### src/rtl/alu_issue_ctrl_pkg.sv
// Shared types for the ALU issue controller: ALU op codes, MIPS opcode/funct
// encodings, issue FSM states and the immediate-extension helper.
package alu_issue_ctrl_pkg;

  typedef logic [31:0] word_t;

  typedef enum logic [3:0] {
    ALU_SLL  = 4'd0,
    ALU_SRL  = 4'd1,
    ALU_ADD  = 4'd2,
    ALU_SUB  = 4'd3,
    ALU_AND  = 4'd4,
    ALU_OR   = 4'd5,
    ALU_XOR  = 4'd6,
    ALU_NOR  = 4'd7,
    ALU_SLT  = 4'd8,
    ALU_SLTU = 4'd9
  } aluop_t;

  typedef enum logic [5:0] {
    OP_RTYPE = 6'h00,
    OP_BEQ   = 6'h04,
    OP_BNE   = 6'h05,
    OP_ADDI  = 6'h08,
    OP_ADDIU = 6'h09,
    OP_SLTI  = 6'h0A,
    OP_SLTIU = 6'h0B,
    OP_ANDI  = 6'h0C,
    OP_ORI   = 6'h0D,
    OP_XORI  = 6'h0E,
    OP_LUI   = 6'h0F
  } opcode_t;

  typedef enum logic [5:0] {
    FN_SLL  = 6'h00,
    FN_SRL  = 6'h02,
    FN_ADD  = 6'h20,
    FN_ADDU = 6'h21,
    FN_SUB  = 6'h22,
    FN_SUBU = 6'h23,
    FN_AND  = 6'h24,
    FN_OR   = 6'h25,
    FN_XOR  = 6'h26,
    FN_NOR  = 6'h27,
    FN_SLT  = 6'h2A,
    FN_SLTU = 6'h2B
  } funct_t;

  typedef enum logic [1:0] {
    IDLE = 2'd0,
    EXEC = 2'd1,
    WB   = 2'd2
  } iss_state_t;

  // LUI is realised as a left shift of the zero-extended immediate by 16
  localparam logic [4:0] LUI_SHAMT = 5'd16;

  function automatic word_t extend_imm(input logic [15:0] imm, input logic sext);
    return sext ? {{16{imm[15]}}, imm} : {16'b0, imm};
  endfunction

endpackage

### src/rtl/alu_issue_ctrl_if.sv
// Bundle of the decode-side request, ALU drive/return and writeback record
// signals; master is the controller view, slave the surrounding datapath view.
interface alu_issue_ctrl_if;
  import alu_issue_ctrl_pkg::*;

  logic          req_valid;
  logic          req_ready;
  opcode_t       req_opcode;
  funct_t        req_funct;
  logic [4:0]    req_shamt;
  word_t         req_rs_data;
  word_t         req_rt_data;
  logic [15:0]   req_imm16;
  logic [4:0]    req_dest;

  aluop_t        alu_op;
  word_t         alu_port_a;
  word_t         alu_port_b;
  logic [4:0]    alu_shamt;
  word_t         alu_res;
  logic          alu_flag_z;
  logic          alu_flag_n;
  logic          alu_flag_v;

  logic          wb_valid;
  logic          wb_ready;
  word_t         wb_data;
  logic [4:0]    wb_dest;
  logic          wb_we;
  logic          wb_branch_taken;
  logic          wb_ovf_trap;
  logic          wb_illegal;

  modport master (
    input  req_valid, req_opcode, req_funct, req_shamt, req_rs_data,
           req_rt_data, req_imm16, req_dest,
    output req_ready,
    output alu_op, alu_port_a, alu_port_b, alu_shamt,
    input  alu_res, alu_flag_z, alu_flag_n, alu_flag_v,
    output wb_valid, wb_data, wb_dest, wb_we, wb_branch_taken, wb_ovf_trap,
           wb_illegal,
    input  wb_ready
  );

  modport slave (
    output req_valid, req_opcode, req_funct, req_shamt, req_rs_data,
           req_rt_data, req_imm16, req_dest,
    input  req_ready,
    input  alu_op, alu_port_a, alu_port_b, alu_shamt,
    output alu_res, alu_flag_z, alu_flag_n, alu_flag_v,
    input  wb_valid, wb_data, wb_dest, wb_we, wb_branch_taken, wb_ovf_trap,
           wb_illegal,
    output wb_ready
  );

endinterface

### src/rtl/alu_issue_ctrl_decode.sv
// Combinational opcode/funct decoder: selects the ALU operation and the
// operand-routing and exception-qualifying attributes of an instruction.
module alu_op_decode
  import alu_issue_ctrl_pkg::*;
(
  input  opcode_t opcode,
  input  funct_t  funct,
  output aluop_t  aluop,
  output logic    imm_sext,
  output logic    use_imm,
  output logic    is_lui,
  output logic    is_shift,
  output logic    is_branch,
  output logic    is_bne,
  output logic    trap_en,
  output logic    illegal
);

  // Unknown encodings fall back to an ADD so the datapath still produces a record
  always_comb begin
    aluop     = ALU_ADD;
    imm_sext  = 1'b0;
    use_imm   = 1'b0;
    is_lui    = 1'b0;
    is_shift  = 1'b0;
    is_branch = 1'b0;
    is_bne    = 1'b0;
    trap_en   = 1'b0;
    illegal   = 1'b0;
    case (opcode)
      OP_RTYPE: begin
        case (funct)
          FN_SLL:  begin aluop = ALU_SLL; is_shift = 1'b1; end
          FN_SRL:  begin aluop = ALU_SRL; is_shift = 1'b1; end
          FN_ADD:  begin aluop = ALU_ADD; trap_en  = 1'b1; end
          FN_ADDU: aluop = ALU_ADD;
          FN_SUB:  begin aluop = ALU_SUB; trap_en  = 1'b1; end
          FN_SUBU: aluop = ALU_SUB;
          FN_AND:  aluop = ALU_AND;
          FN_OR:   aluop = ALU_OR;
          FN_XOR:  aluop = ALU_XOR;
          FN_NOR:  aluop = ALU_NOR;
          FN_SLT:  aluop = ALU_SLT;
          FN_SLTU: aluop = ALU_SLTU;
          default: illegal = 1'b1;
        endcase
      end
      OP_BEQ:   begin aluop = ALU_SUB; is_branch = 1'b1; end
      OP_BNE:   begin aluop = ALU_SUB; is_branch = 1'b1; is_bne = 1'b1; end
      OP_ADDI:  begin aluop = ALU_ADD;  use_imm = 1'b1; imm_sext = 1'b1; trap_en = 1'b1; end
      OP_ADDIU: begin aluop = ALU_ADD;  use_imm = 1'b1; imm_sext = 1'b1; end
      OP_SLTI:  begin aluop = ALU_SLT;  use_imm = 1'b1; imm_sext = 1'b1; end
      OP_SLTIU: begin aluop = ALU_SLTU; use_imm = 1'b1; imm_sext = 1'b1; end
      OP_ANDI:  begin aluop = ALU_AND;  use_imm = 1'b1; end
      OP_ORI:   begin aluop = ALU_OR;   use_imm = 1'b1; end
      OP_XORI:  begin aluop = ALU_XOR;  use_imm = 1'b1; end
      OP_LUI:   begin aluop = ALU_SLL;  is_lui  = 1'b1; end
      default:  illegal = 1'b1;
    endcase
  end

endmodule

### src/rtl/alu_issue_ctrl.sv
// Multicycle issue controller: accepts a decoded instruction, drives the external
// ALU for one cycle, then holds a registered writeback record until it is taken.
module alu_issue_ctrl
  import alu_issue_ctrl_pkg::*;
(
  input  logic             CLK,
  input  logic             nRST,
  alu_issue_ctrl_if.master bus
);

  iss_state_t state, state_next;
  logic       load_req, capture_res, req_ready, wb_valid;

  aluop_t dec_aluop;
  logic   dec_imm_sext, dec_use_imm, dec_is_lui, dec_is_shift;
  logic   dec_is_branch, dec_is_bne, dec_trap_en, dec_illegal;

  alu_op_decode u_decode (
    .opcode    (bus.req_opcode),
    .funct     (bus.req_funct),
    .aluop     (dec_aluop),
    .imm_sext  (dec_imm_sext),
    .use_imm   (dec_use_imm),
    .is_lui    (dec_is_lui),
    .is_shift  (dec_is_shift),
    .is_branch (dec_is_branch),
    .is_bne    (dec_is_bne),
    .trap_en   (dec_trap_en),
    .illegal   (dec_illegal)
  );

  aluop_t     op_next, op_q;
  word_t      a_next, b_next, a_q, b_q;
  logic [4:0] shamt_next, shamt_q, dest_q;
  logic       trap_en_q, branch_q, bne_q, illegal_q;

  // Route the request fields onto the two ALU ports according to instruction class
  always_comb begin
    op_next    = dec_aluop;
    a_next     = bus.req_rs_data;
    b_next     = bus.req_rt_data;
    shamt_next = '0;
    if (dec_illegal) begin
      op_next = ALU_ADD;
      a_next  = '0;
      b_next  = '0;
    end else if (dec_is_lui) begin
      a_next     = extend_imm(bus.req_imm16, 1'b0);
      b_next     = '0;
      shamt_next = LUI_SHAMT;
    end else if (dec_is_shift) begin
      a_next     = bus.req_rt_data;
      b_next     = '0;
      shamt_next = bus.req_shamt;
    end else if (dec_use_imm) begin
      b_next = extend_imm(bus.req_imm16, dec_imm_sext);
    end
  end

  always_ff @(posedge CLK or negedge nRST) begin
    if (!nRST) state <= IDLE;
    else       state <= state_next;
  end

  always_comb begin
    state_next = state;
    case (state)
      IDLE:    if (bus.req_valid) state_next = EXEC;
      EXEC:    state_next = WB;
      WB:      if (bus.wb_ready) state_next = IDLE;
      default: state_next = IDLE;
    endcase
  end

  always_comb begin
    req_ready   = 1'b0;
    wb_valid    = 1'b0;
    load_req    = 1'b0;
    capture_res = 1'b0;
    case (state)
      IDLE: begin
        req_ready = 1'b1;
        load_req  = bus.req_valid;
      end
      EXEC:    capture_res = 1'b1;
      WB:      wb_valid    = 1'b1;
      default: ;
    endcase
  end

  always_ff @(posedge CLK or negedge nRST) begin
    if (!nRST) begin
      op_q      <= ALU_SLL;
      a_q       <= '0;
      b_q       <= '0;
      shamt_q   <= '0;
      dest_q    <= '0;
      trap_en_q <= 1'b0;
      branch_q  <= 1'b0;
      bne_q     <= 1'b0;
      illegal_q <= 1'b0;
    end else if (load_req) begin
      op_q      <= op_next;
      a_q       <= a_next;
      b_q       <= b_next;
      shamt_q   <= shamt_next;
      dest_q    <= bus.req_dest;
      trap_en_q <= dec_trap_en;
      branch_q  <= dec_is_branch;
      bne_q     <= dec_is_bne;
      illegal_q <= dec_illegal;
    end
  end

  // The ALU only flags add overflow, so subtract overflow is derived here from the sign bits
  logic sub_ovf, trap_now, taken_now, we_now;
  assign sub_ovf   = (a_q[31] != b_q[31]) && (bus.alu_res[31] != a_q[31]);
  assign trap_now  = trap_en_q && (((op_q == ALU_ADD) && bus.alu_flag_v) ||
                                   ((op_q == ALU_SUB) && sub_ovf));
  assign taken_now = branch_q && (bne_q ? !bus.alu_flag_z : bus.alu_flag_z);
  assign we_now    = !branch_q && !illegal_q && !trap_now && (dest_q != 5'd0);

  word_t      wb_data_q;
  logic [4:0] wb_dest_q;
  logic       wb_we_q, wb_taken_q, wb_trap_q, wb_illegal_q;

  always_ff @(posedge CLK or negedge nRST) begin
    if (!nRST) begin
      wb_data_q    <= '0;
      wb_dest_q    <= '0;
      wb_we_q      <= 1'b0;
      wb_taken_q   <= 1'b0;
      wb_trap_q    <= 1'b0;
      wb_illegal_q <= 1'b0;
    end else if (capture_res) begin
      wb_data_q    <= bus.alu_res;
      wb_dest_q    <= dest_q;
      wb_we_q      <= we_now;
      wb_taken_q   <= taken_now;
      wb_trap_q    <= trap_now;
      wb_illegal_q <= illegal_q;
    end
  end

  assign bus.req_ready       = req_ready;
  assign bus.alu_op          = op_q;
  assign bus.alu_port_a      = a_q;
  assign bus.alu_port_b      = b_q;
  assign bus.alu_shamt       = shamt_q;
  assign bus.wb_valid        = wb_valid;
  assign bus.wb_data         = wb_data_q;
  assign bus.wb_dest         = wb_dest_q;
  assign bus.wb_we           = wb_we_q;
  assign bus.wb_branch_taken = wb_taken_q;
  assign bus.wb_ovf_trap     = wb_trap_q;
  assign bus.wb_illegal      = wb_illegal_q;

endmodule

### src/flat_wrapper.sv
// flat-port wrapper written by rule: the top's interface ports become plain ports
module alu_issue_ctrl_flat import alu_issue_ctrl_pkg::*;
  (CLK, nRST, bus_req_valid, bus_req_opcode, bus_req_funct, bus_req_shamt, bus_req_rs_data, bus_req_rt_data, bus_req_imm16, bus_req_dest, bus_req_ready, bus_alu_op, bus_alu_port_a, bus_alu_port_b, bus_alu_shamt, bus_alu_res, bus_alu_flag_z, bus_alu_flag_n, bus_alu_flag_v, bus_wb_valid, bus_wb_data, bus_wb_dest, bus_wb_we, bus_wb_branch_taken, bus_wb_ovf_trap, bus_wb_illegal, bus_wb_ready);
  alu_issue_ctrl_if bus_i ();
  input  logic CLK;
  input  logic nRST;
  input wire logic [$bits(bus_i.req_valid)-1:0] bus_req_valid;
  input wire logic [$bits(bus_i.req_opcode)-1:0] bus_req_opcode;
  input wire logic [$bits(bus_i.req_funct)-1:0] bus_req_funct;
  input wire logic [$bits(bus_i.req_shamt)-1:0] bus_req_shamt;
  input wire logic [$bits(bus_i.req_rs_data)-1:0] bus_req_rs_data;
  input wire logic [$bits(bus_i.req_rt_data)-1:0] bus_req_rt_data;
  input wire logic [$bits(bus_i.req_imm16)-1:0] bus_req_imm16;
  input wire logic [$bits(bus_i.req_dest)-1:0] bus_req_dest;
  output wire logic [$bits(bus_i.req_ready)-1:0] bus_req_ready;
  output wire logic [$bits(bus_i.alu_op)-1:0] bus_alu_op;
  output wire logic [$bits(bus_i.alu_port_a)-1:0] bus_alu_port_a;
  output wire logic [$bits(bus_i.alu_port_b)-1:0] bus_alu_port_b;
  output wire logic [$bits(bus_i.alu_shamt)-1:0] bus_alu_shamt;
  input wire logic [$bits(bus_i.alu_res)-1:0] bus_alu_res;
  input wire logic [$bits(bus_i.alu_flag_z)-1:0] bus_alu_flag_z;
  input wire logic [$bits(bus_i.alu_flag_n)-1:0] bus_alu_flag_n;
  input wire logic [$bits(bus_i.alu_flag_v)-1:0] bus_alu_flag_v;
  output wire logic [$bits(bus_i.wb_valid)-1:0] bus_wb_valid;
  output wire logic [$bits(bus_i.wb_data)-1:0] bus_wb_data;
  output wire logic [$bits(bus_i.wb_dest)-1:0] bus_wb_dest;
  output wire logic [$bits(bus_i.wb_we)-1:0] bus_wb_we;
  output wire logic [$bits(bus_i.wb_branch_taken)-1:0] bus_wb_branch_taken;
  output wire logic [$bits(bus_i.wb_ovf_trap)-1:0] bus_wb_ovf_trap;
  output wire logic [$bits(bus_i.wb_illegal)-1:0] bus_wb_illegal;
  input wire logic [$bits(bus_i.wb_ready)-1:0] bus_wb_ready;
  assign bus_i.req_valid = bus_req_valid;
  assign bus_i.req_opcode = bus_req_opcode;
  assign bus_i.req_funct = bus_req_funct;
  assign bus_i.req_shamt = bus_req_shamt;
  assign bus_i.req_rs_data = bus_req_rs_data;
  assign bus_i.req_rt_data = bus_req_rt_data;
  assign bus_i.req_imm16 = bus_req_imm16;
  assign bus_i.req_dest = bus_req_dest;
  assign bus_req_ready = bus_i.req_ready;
  assign bus_alu_op = bus_i.alu_op;
  assign bus_alu_port_a = bus_i.alu_port_a;
  assign bus_alu_port_b = bus_i.alu_port_b;
  assign bus_alu_shamt = bus_i.alu_shamt;
  assign bus_i.alu_res = bus_alu_res;
  assign bus_i.alu_flag_z = bus_alu_flag_z;
  assign bus_i.alu_flag_n = bus_alu_flag_n;
  assign bus_i.alu_flag_v = bus_alu_flag_v;
  assign bus_wb_valid = bus_i.wb_valid;
  assign bus_wb_data = bus_i.wb_data;
  assign bus_wb_dest = bus_i.wb_dest;
  assign bus_wb_we = bus_i.wb_we;
  assign bus_wb_branch_taken = bus_i.wb_branch_taken;
  assign bus_wb_ovf_trap = bus_i.wb_ovf_trap;
  assign bus_wb_illegal = bus_i.wb_illegal;
  assign bus_i.wb_ready = bus_wb_ready;
  alu_issue_ctrl u_core (.CLK(CLK), .nRST(nRST), .bus(bus_i));
endmodule
### config.mk
export PLATFORM = sky130hd
export DESIGN_NAME = alu_issue_ctrl_flat
export DESIGN_NICKNAME = d
export VERILOG_FILES = /design/src/rtl/alu_issue_ctrl_pkg.sv /design/src/rtl/alu_issue_ctrl_if.sv /design/src/rtl/alu_issue_ctrl_decode.sv /design/src/rtl/alu_issue_ctrl.sv /design/src/flat_wrapper.sv
export SDC_FILE = /design/constraint.sdc
export NUM_CORES = 1
export LEC_CHECK = 0
export ABC_CLOCK_PERIOD_IN_PS = 2000
export BUFFER_PORTS_ARGS = -buffer_cell sky130_fd_sc_hd__buf_2
export CAP_MARGIN = 20
export CORE_MARGIN = 8
export CORE_UTILIZATION = 48
export DETAILED_ROUTE_END_ITERATION = 10
export PLACE_DENSITY = 0.84
export SETUP_SLACK_MARGIN = 0.1
export SYNTH_ARGS = -nofsm -noshare
export SYNTH_HDL_FRONTEND = slang
export SYNTH_SLANG_ARGS = --single-unit
### constraint.sdc
create_clock -name CLK -period 2 [get_ports CLK]
set_clock_uncertainty 0.05 [all_clocks]
set_input_delay 0.6 -clock CLK [delete_from_list [all_inputs] [get_ports CLK]]
set_output_delay 0.6 -clock CLK [all_outputs]
set_load 0.005 [all_outputs]
==> results of run 1 <==
layer usage:
layer,vias up,wire length (um),track usage [%]
met3,47,1839,9.241
met2,293,10170,43.01
met4,0,571,10.83
met1,2764,7977,28.03
li1,2626,-,-
met5,-,0,0
area by class of cell:
cell class                      count  area (sq um)  area share, %
Timing Repair Buffer              337          2276          24.99
Sequential cell                   125          3128          34.35
Clock inverter                     13         212.7          2.335
Clock buffer                       19         442.9          4.863
Tap cell                          147         183.9          2.020
Multi-Input combinational cell    364          2781          30.54
Inverter                           22         82.58         0.9067
worst max-delay path by stage:
| stage | to | slack (ns) | cells after the start |
|---|---|---|---|
| finish | u_core.bus.alu_port_a[3]$_DFFE_PN0P_ | -0.25 | 9 |
| global placement | u_core.bus.alu_port_a[12]$_DFFE_PN0P_ | -0.57 | 7 |
| floorplan | u_core.bus.alu_port_a[10]$_DFFE_PN0P_ | -0.47 | 8 |
| global route | u_core.bus.alu_port_a[1]$_DFFE_PN0P_ | -0.27 | 8 |
| CTS | u_core.bus.alu_port_a[8]$_DFFE_PN0P_ | -0.17 | 8 |
| detailed placement | u_core.bus.alu_port_a[12]$_DFFE_PN0P_ | -0.67 | 7 |
repair_timing:
item                       in CTS  in global routing
gates resized for setup        65                 49
setup endpoints to repair      73                 75
cloned                          3                  5
pin swaps                      12                 19
buffers inserted               10                  9
state kept, by name, indices dropped and copies added, names as in the netlist:
name and count:
u_core.branch_q 1, u_core.bus.alu_port_b 32, u_core.bus.alu_port_a 32, u_core.dest_q 5, u_core.bus.wb_illegal 1, u_core.bus.alu_op 4, u_core.trap_en_q 1, u_core.bus.wb_branch_taken 1
u_core.bne_q 1, u_core.state 2, u_core.bus.wb_ovf_trap 1, u_core.illegal_q 1, u_core.bus.wb_data 32, u_core.bus.wb_dest 5, u_core.bus.wb_we 1, u_core.bus.alu_shamt 5
per-stage QoR:
step	cell area (sq um)	TNS [ns]	worst slack (ns)	utilization (%)
3_5_place_dp	7719	-40.77	-0.6742	64.80
5_1_grt	9107	-12.25	-0.2695	76.46
6_report	9107	-10.60	-0.2517	76.46
4_1_cts	8711	-5.599	-0.1699	73.13
2_1_floorplan	5928	-19.45	-0.4660	-
3_3_place_gp	7719	-38.44	-0.5652	64.80
where the power goes:
| group | switching (mW) | internal [mW] |
|---|---|---|
| logic | 1.46 | 1.48 |
| clock network | 1.17 | 2.25 |
| registers | 0.399 | 3.24 |
kinds of logic (layout without fill, tap and decap cells):
| family | after synthesis | count (layout) |
|---|---|---|
| compound gates | 158 | 158 |
| simple gates | 149 | 150 |
| flops | 125 | 125 |
| buf+inv | 63 | 391 |
| mux | 55 | 55 |
| xor+xnor | 1 | 1 |
worst max-delay path, delay by kind of cell:
kind,cells,cell delay [ns]
simple gates,2,0.94
compound gates,3,0.46
buf+inv,4,0.51
layout by cell type, fill, tap and decap left out, types with 4 or more instances in the layout:
| cell | instances |
|---|---|
| mux2i_1 | 16 |
| o21ai_1 | 18 |
| buf_6 | 13 |
| nand2_1 | 81 |
| inv_1 | 21 |
| or4_4 | 4 |
| buf_4 | 48 |
| o21ai_0 | 10 |
| buf_2 | 251 |
| dfrtp_1 | 125 |
| a221o_1 | 9 |
| nand3b_1 | 5 |
| a21oi_2 | 8 |
| mux2_2 | 38 |
| a22o_1 | 10 |
| a222oi_1 | 7 |
| o21ai_2 | 31 |
| buf_12 | 17 |
| clkbuf_16 | 21 |
| a21oi_1 | 19 |
| a221oi_1 | 7 |
| bufinv_16 | 5 |
| a221oi_2 | 9 |
| nor2_1 | 29 |
| a22oi_2 | 15 |
==> results_dict.tcl, run 1 <==
set metrics [dict create \
    fin_crit_ns 2.252 \
    clock.fmax_mhz 444.1 \
    gp_congestion 0.8303 \
    grt_pass1_wl_um 31660 \
    synth_cell_types 50 \
    ys_warn_count 0 \
    yosys.area.top_type "dfrtp_1" \
    htreeDepth 4 \
    critPathKind "input port to flop" \
    async_flop_share_pct 100.0 \
    cts_max_path_buffers 2 \
    p_per_area_nw_per_um2 1097 \
    grt_max_degree 51 \
    num-nets-final 1008 \
    synthAdderAreaFrac_pct 0 \
    synth-simple-area-share_pct 12.14 \
    leakage_nw 4.527 \
    die_x_um 125.8 \
    failed_checks "negative setup slack" \
    max_slew_margin_pct 62.41 \
    cts_tree "yes" \
    syn2layout_area_growth_pct 57.28 \
    firstDrtPassIters 5 \
    synth_common_cells "125 x dfrtp_1, 82 x nand2_1, 60 x o21ai_0, 38 x mux2_2, 32 x nor2_1" \
    worst_path_most_repeated_cell "buf_12" \
    dp_hpwl_um 14010 \
    hold_viol_final 0 \
    antenna_found_initial 0 \
    synth_top_family_by_area "compound AO/OA/AOI/OAI gates" \
    path_cells "buf_6 > or4_4 > a31oi_4 > a211oi_2 > or3_4 > buf_12 > buf_4 > buf_12 > a221oi_2" \
    maxSlewViolCount 0 \
    clkSinkCount 125 \
    insertion_delay_ns 0.41 \
    startpoint_type "input port" \
    worst_path_max_delay_cell "or4_4" \
    crit_path_end_kind "flop" \
    die_h_um 125.8 \
    crit_required_ns 2.27 \
    power_mw 9.993 \
    grt_usage_pct 25.27 \
    post_synth_xor_area_fraction_pct 0.1513 \
    fin_crit_sh_pct 112.6 \
    finalNonFillerCells 1027 \
    first_iter_violations 302 \
    cap_violations 0 \
    clk_pin_slew_worst_paths_ns 0.06 \
    tightestPinTransition_ns 0.5580 \
    placedCellCount 971 \
    cts-root-buf "clkbuf_16" \
    fin_ws_ns -0.2517 \
    wl_um 20560 \
    dieArea_sq_um 15830 \
    critPathArrivalTime_ns 2.52 \
    start_util_pct 48.61 \
    synth_compound_area_share_pct 18.37 \
    port_buffers 255 \
    grt_pass1_vias 5949 \
    drc 0 \
    synth_edf_count 0 \
    rsz0062_at_grt "true" \
    nFillCells 754 \
    r2r_cells 7 \
    r2r_start "u_core.state[1]$_DFFE_PN0P_" \
    synth_top_area_share_pct 54.02 \
    synth.most_common_cell "dfrtp_1" \
    gr-total-overflow 0 \
    fin_hold_ws_ns 0.07222 \
    wl_per_cell_um 20.02 \
    cts_made_buffers 17 \
    ant_nets 0 \
    rows 40 \
    vias_per_cell 5.579 \
    muxShareOfSynthArea_pct 10.33 \
    diodes 0 \
    synth.area.top_cells "dfrtp_1 54%, mux2_2 7.4%, nand2_1 5.3%" \
    r2r_end "u_core.bus.alu_port_a[3]$_DFFE_PN0P_" \
    cp_max_fo 5 \
    finalSetupViolCount 73 \
    yosysSeqAreaShare_pct 54.02 \
    synth_flop_cell "dfrtp_1" \
    slowest_delay_ns 0.57 \
    crit_start "bus_req_funct[5]" \
    peakVddDrop_mv 0.7585 \
    synth-seq-cells 125 \
    postCtsHoldBufs 0 \
    drive_above_1_share_pct 56.25 \
    synthCells 551 \
    vias 5730 \
    synth_area_per_cell_sq_um 10.51 \
    io_pins 257 \
    core_sq_um 11910 \
    syn-num-nets 692 \
    reg2reg_slack_ns 0.02 \
    status "complete, but fails checks" \
    netlist_area_sq_um 5791 \
    hp-class "input port to async pin" \
]
Note: power is estimated with default switching activity, not from simulation.
==> run 2: changes to the inputs <==
ABC_CLOCK_PERIOD_IN_PS = 2700   (was 2000)
CORE_UTILIZATION = 51   (was 48)
PLACE_DENSITY = 0.88   (was 0.84)
clock period = 2.7 ns   (was 2 ns; I/O delays follow)
==> results_dict.tcl, run 2 (synthesized netlist as in run 1, its figures left out) <==
set metrics [dict create \
    antenna_found_initial 1 \
    power.switching_mw 2.073 \
    cp_max_fo 17 \
    fin_ws_ns 0.3082 \
    placedCellCount 947 \
    grt_pass1_vias 5541 \
    num-nets-final 964 \
    crit_path_end_kind "flop" \
    vias_per_cell 5.529 \
    start_util_pct 51.37 \
    hold_viol_final 0 \
    drive_above_1_share_pct 45.33 \
    ant_nets 0 \
    leakage_nw 4.109 \
    postCtsHoldBufs 0 \
    reg2reg_slack_ns 0.78 \
    nFillCells 815 \
    die_x_um 122.6 \
    syn2layout_area_growth_pct 39.28 \
    cts_made_buffers 17 \
    grt_usage_pct 24.47 \
    clkPwrFrac_pct 32.6 \
    fin_crit_ns 2.392 \
    seqPwrFrac_pct 39.4 \
    wl_per_cell_um 18.67 \
    core_sq_um 11270 \
    insertion_delay_ns 0.41 \
    rows 39 \
    fin_area_sq_um 8065 \
    final_common_cell "buf_2" \
    cts_setup_buffers 0 \
    status "completed" \
    tightestPinTransition_ns 1.027 \
    gp_congestion 0.9391 \
    max_slew_margin_pct 31.56 \
    first_iter_violations 462 \
    cts-root-buf "clkbuf_16" \
    maxSlewViolCount 0 \
    place_area_sq_um 7483 \
    vias 5418 \
    cts_max_path_buffers 2 \
    r2r_end "u_core.bus.alu_port_a[15]$_DFFE_PN0P_" \
    critPathArrivalTime_ns 2.63 \
    startpoint_type "input port" \
    tns_ns 0 \
    io_pins 257 \
    netSwitchingFraction_pct 30.34 \
    htreeDepth 4 \
    r2r_cells 5 \
    port_buffers 255 \
    fin_hold_ws_ns 0.1597 \
    peakVddDrop_mv 0.7023 \
    hp-class "input port to async pin" \
    fin_crit_sh_pct 88.58 \
    die_h_um 122.6 \
    crit_required_ns 2.94 \
    power.internal_mw 4.758 \
    p_per_area_nw_per_um2 847.0 \
    wl_um 18300 \
    cts_resized 0 \
    dp_hpwl_um 13440 \
    finish.utilization_pct 71.55 \
    drc 0 \
    pre_cts_slack_ns -0.09653 \
    critPathKind "input port to flop" \
    r2r_start "u_core.state[1]$_DFFE_PN0P_" \
    grt_pass1_wl_um 28410 \
    dieArea_sq_um 15020 \
    cap_violations 0 \
    cts_tree "yes" \
    rsz0062_at_grt "false" \
    comb_power_share_pct 28.0 \
    grt_max_degree 72 \
    layout_common_cells "254 x buf_2, 125 x dfrtp_1, 81 x nand2_1" \
    clkSinkCount 125 \
    gr-total-overflow 0 \
    firstDrtPassIters 6 \
    clock.fmax_mhz 418.1 \
    clk_pin_slew_worst_paths_ns 0.06 \
    finalSetupViolCount 0 \
    power_mw 6.831 \
    finalNonFillerCells 980 \
]
[run 2: changes by cell type in the layout (fill, tap and decap cells not counted), moves of 15 or more]
cell and change:
o21ai_1 -18, o21ai_2 -31, a22oi_1 +15, o21ai_0 +50, buf_4 -18, a22oi_2 -15
[run 2: layer usage]
layer / track usage (%) / up-vias / share of wire, %
li1: - / 2530 / -
met1: 28.76 / 2563 / 39
met2: 39.63 / 303 / 48
met3: 10.12 / 20 / 12
met4: 8.911 / 2 / 1.3
met5: 0 / - / 0.044
[run 2: worst max-delay path by stage]
stage                                 start                               endpoint  slack [ns]  cells after the start
after floorplan            bus_req_funct[5]  u_core.bus.alu_port_a[10]$_DFFE_PN0P_        0.02                      8
after global placement    bus_req_opcode[1]   u_core.bus.alu_port_a[1]$_DFFE_PN0P_       -0.08                      7
after global routing       bus_req_funct[0]  u_core.bus.alu_port_a[15]$_DFFE_PN0P_        0.27                      7
after detailed placement   bus_req_funct[0]  u_core.bus.alu_port_a[24]$_DFFE_PN0P_        -0.1                      8
final                      bus_req_funct[0]  u_core.bus.alu_port_a[15]$_DFFE_PN0P_        0.31                      7
after CTS                  bus_req_funct[0]  u_core.bus.alu_port_a[15]$_DFFE_PN0P_        0.32                      7
[run 2: worst max-delay path, stage by stage]
cell and delay (ns):
buf_2 0.11, or4_4 0.54, a31oi_1 0.18, a211oi_2 0.07, or3_1 0.37, buf_12 0.18
a222oi_1 0.37
[run 2: power by group through the flow]
stage | registers (mW) | logic [mW] | clock network [mW]
6_report | 2.69 | 1.91 | 2.22
5_1_grt | 2.76 | 2.12 | 2.34
4_1_cts | 2.69 | 1.95 | 2.25
3_5_place_dp | 2.71 | 1.93 | 0
3_3_place_gp | 2.68 | 1.88 | 0
2_1_floorplan | 2.73 | 0.930 | 0
[run 2: layout make-up]
| type | count | area, sq um | share of cell area [%] |
|---|---|---|---|
| Antenna cell | 1 | 2.502 | 0.03103 |
| Timing Repair Buffer | 294 | 1697 | 21.04 |
| Inverter | 22 | 82.58 | 1.024 |
| Clock buffer | 22 | 464.2 | 5.756 |
| Tap cell | 143 | 178.9 | 2.218 |
| Sequential cell | 125 | 3128 | 38.78 |
| Multi-Input combinational cell | 363 | 2397 | 29.72 |
| Clock inverter | 10 | 115.1 | 1.427 |
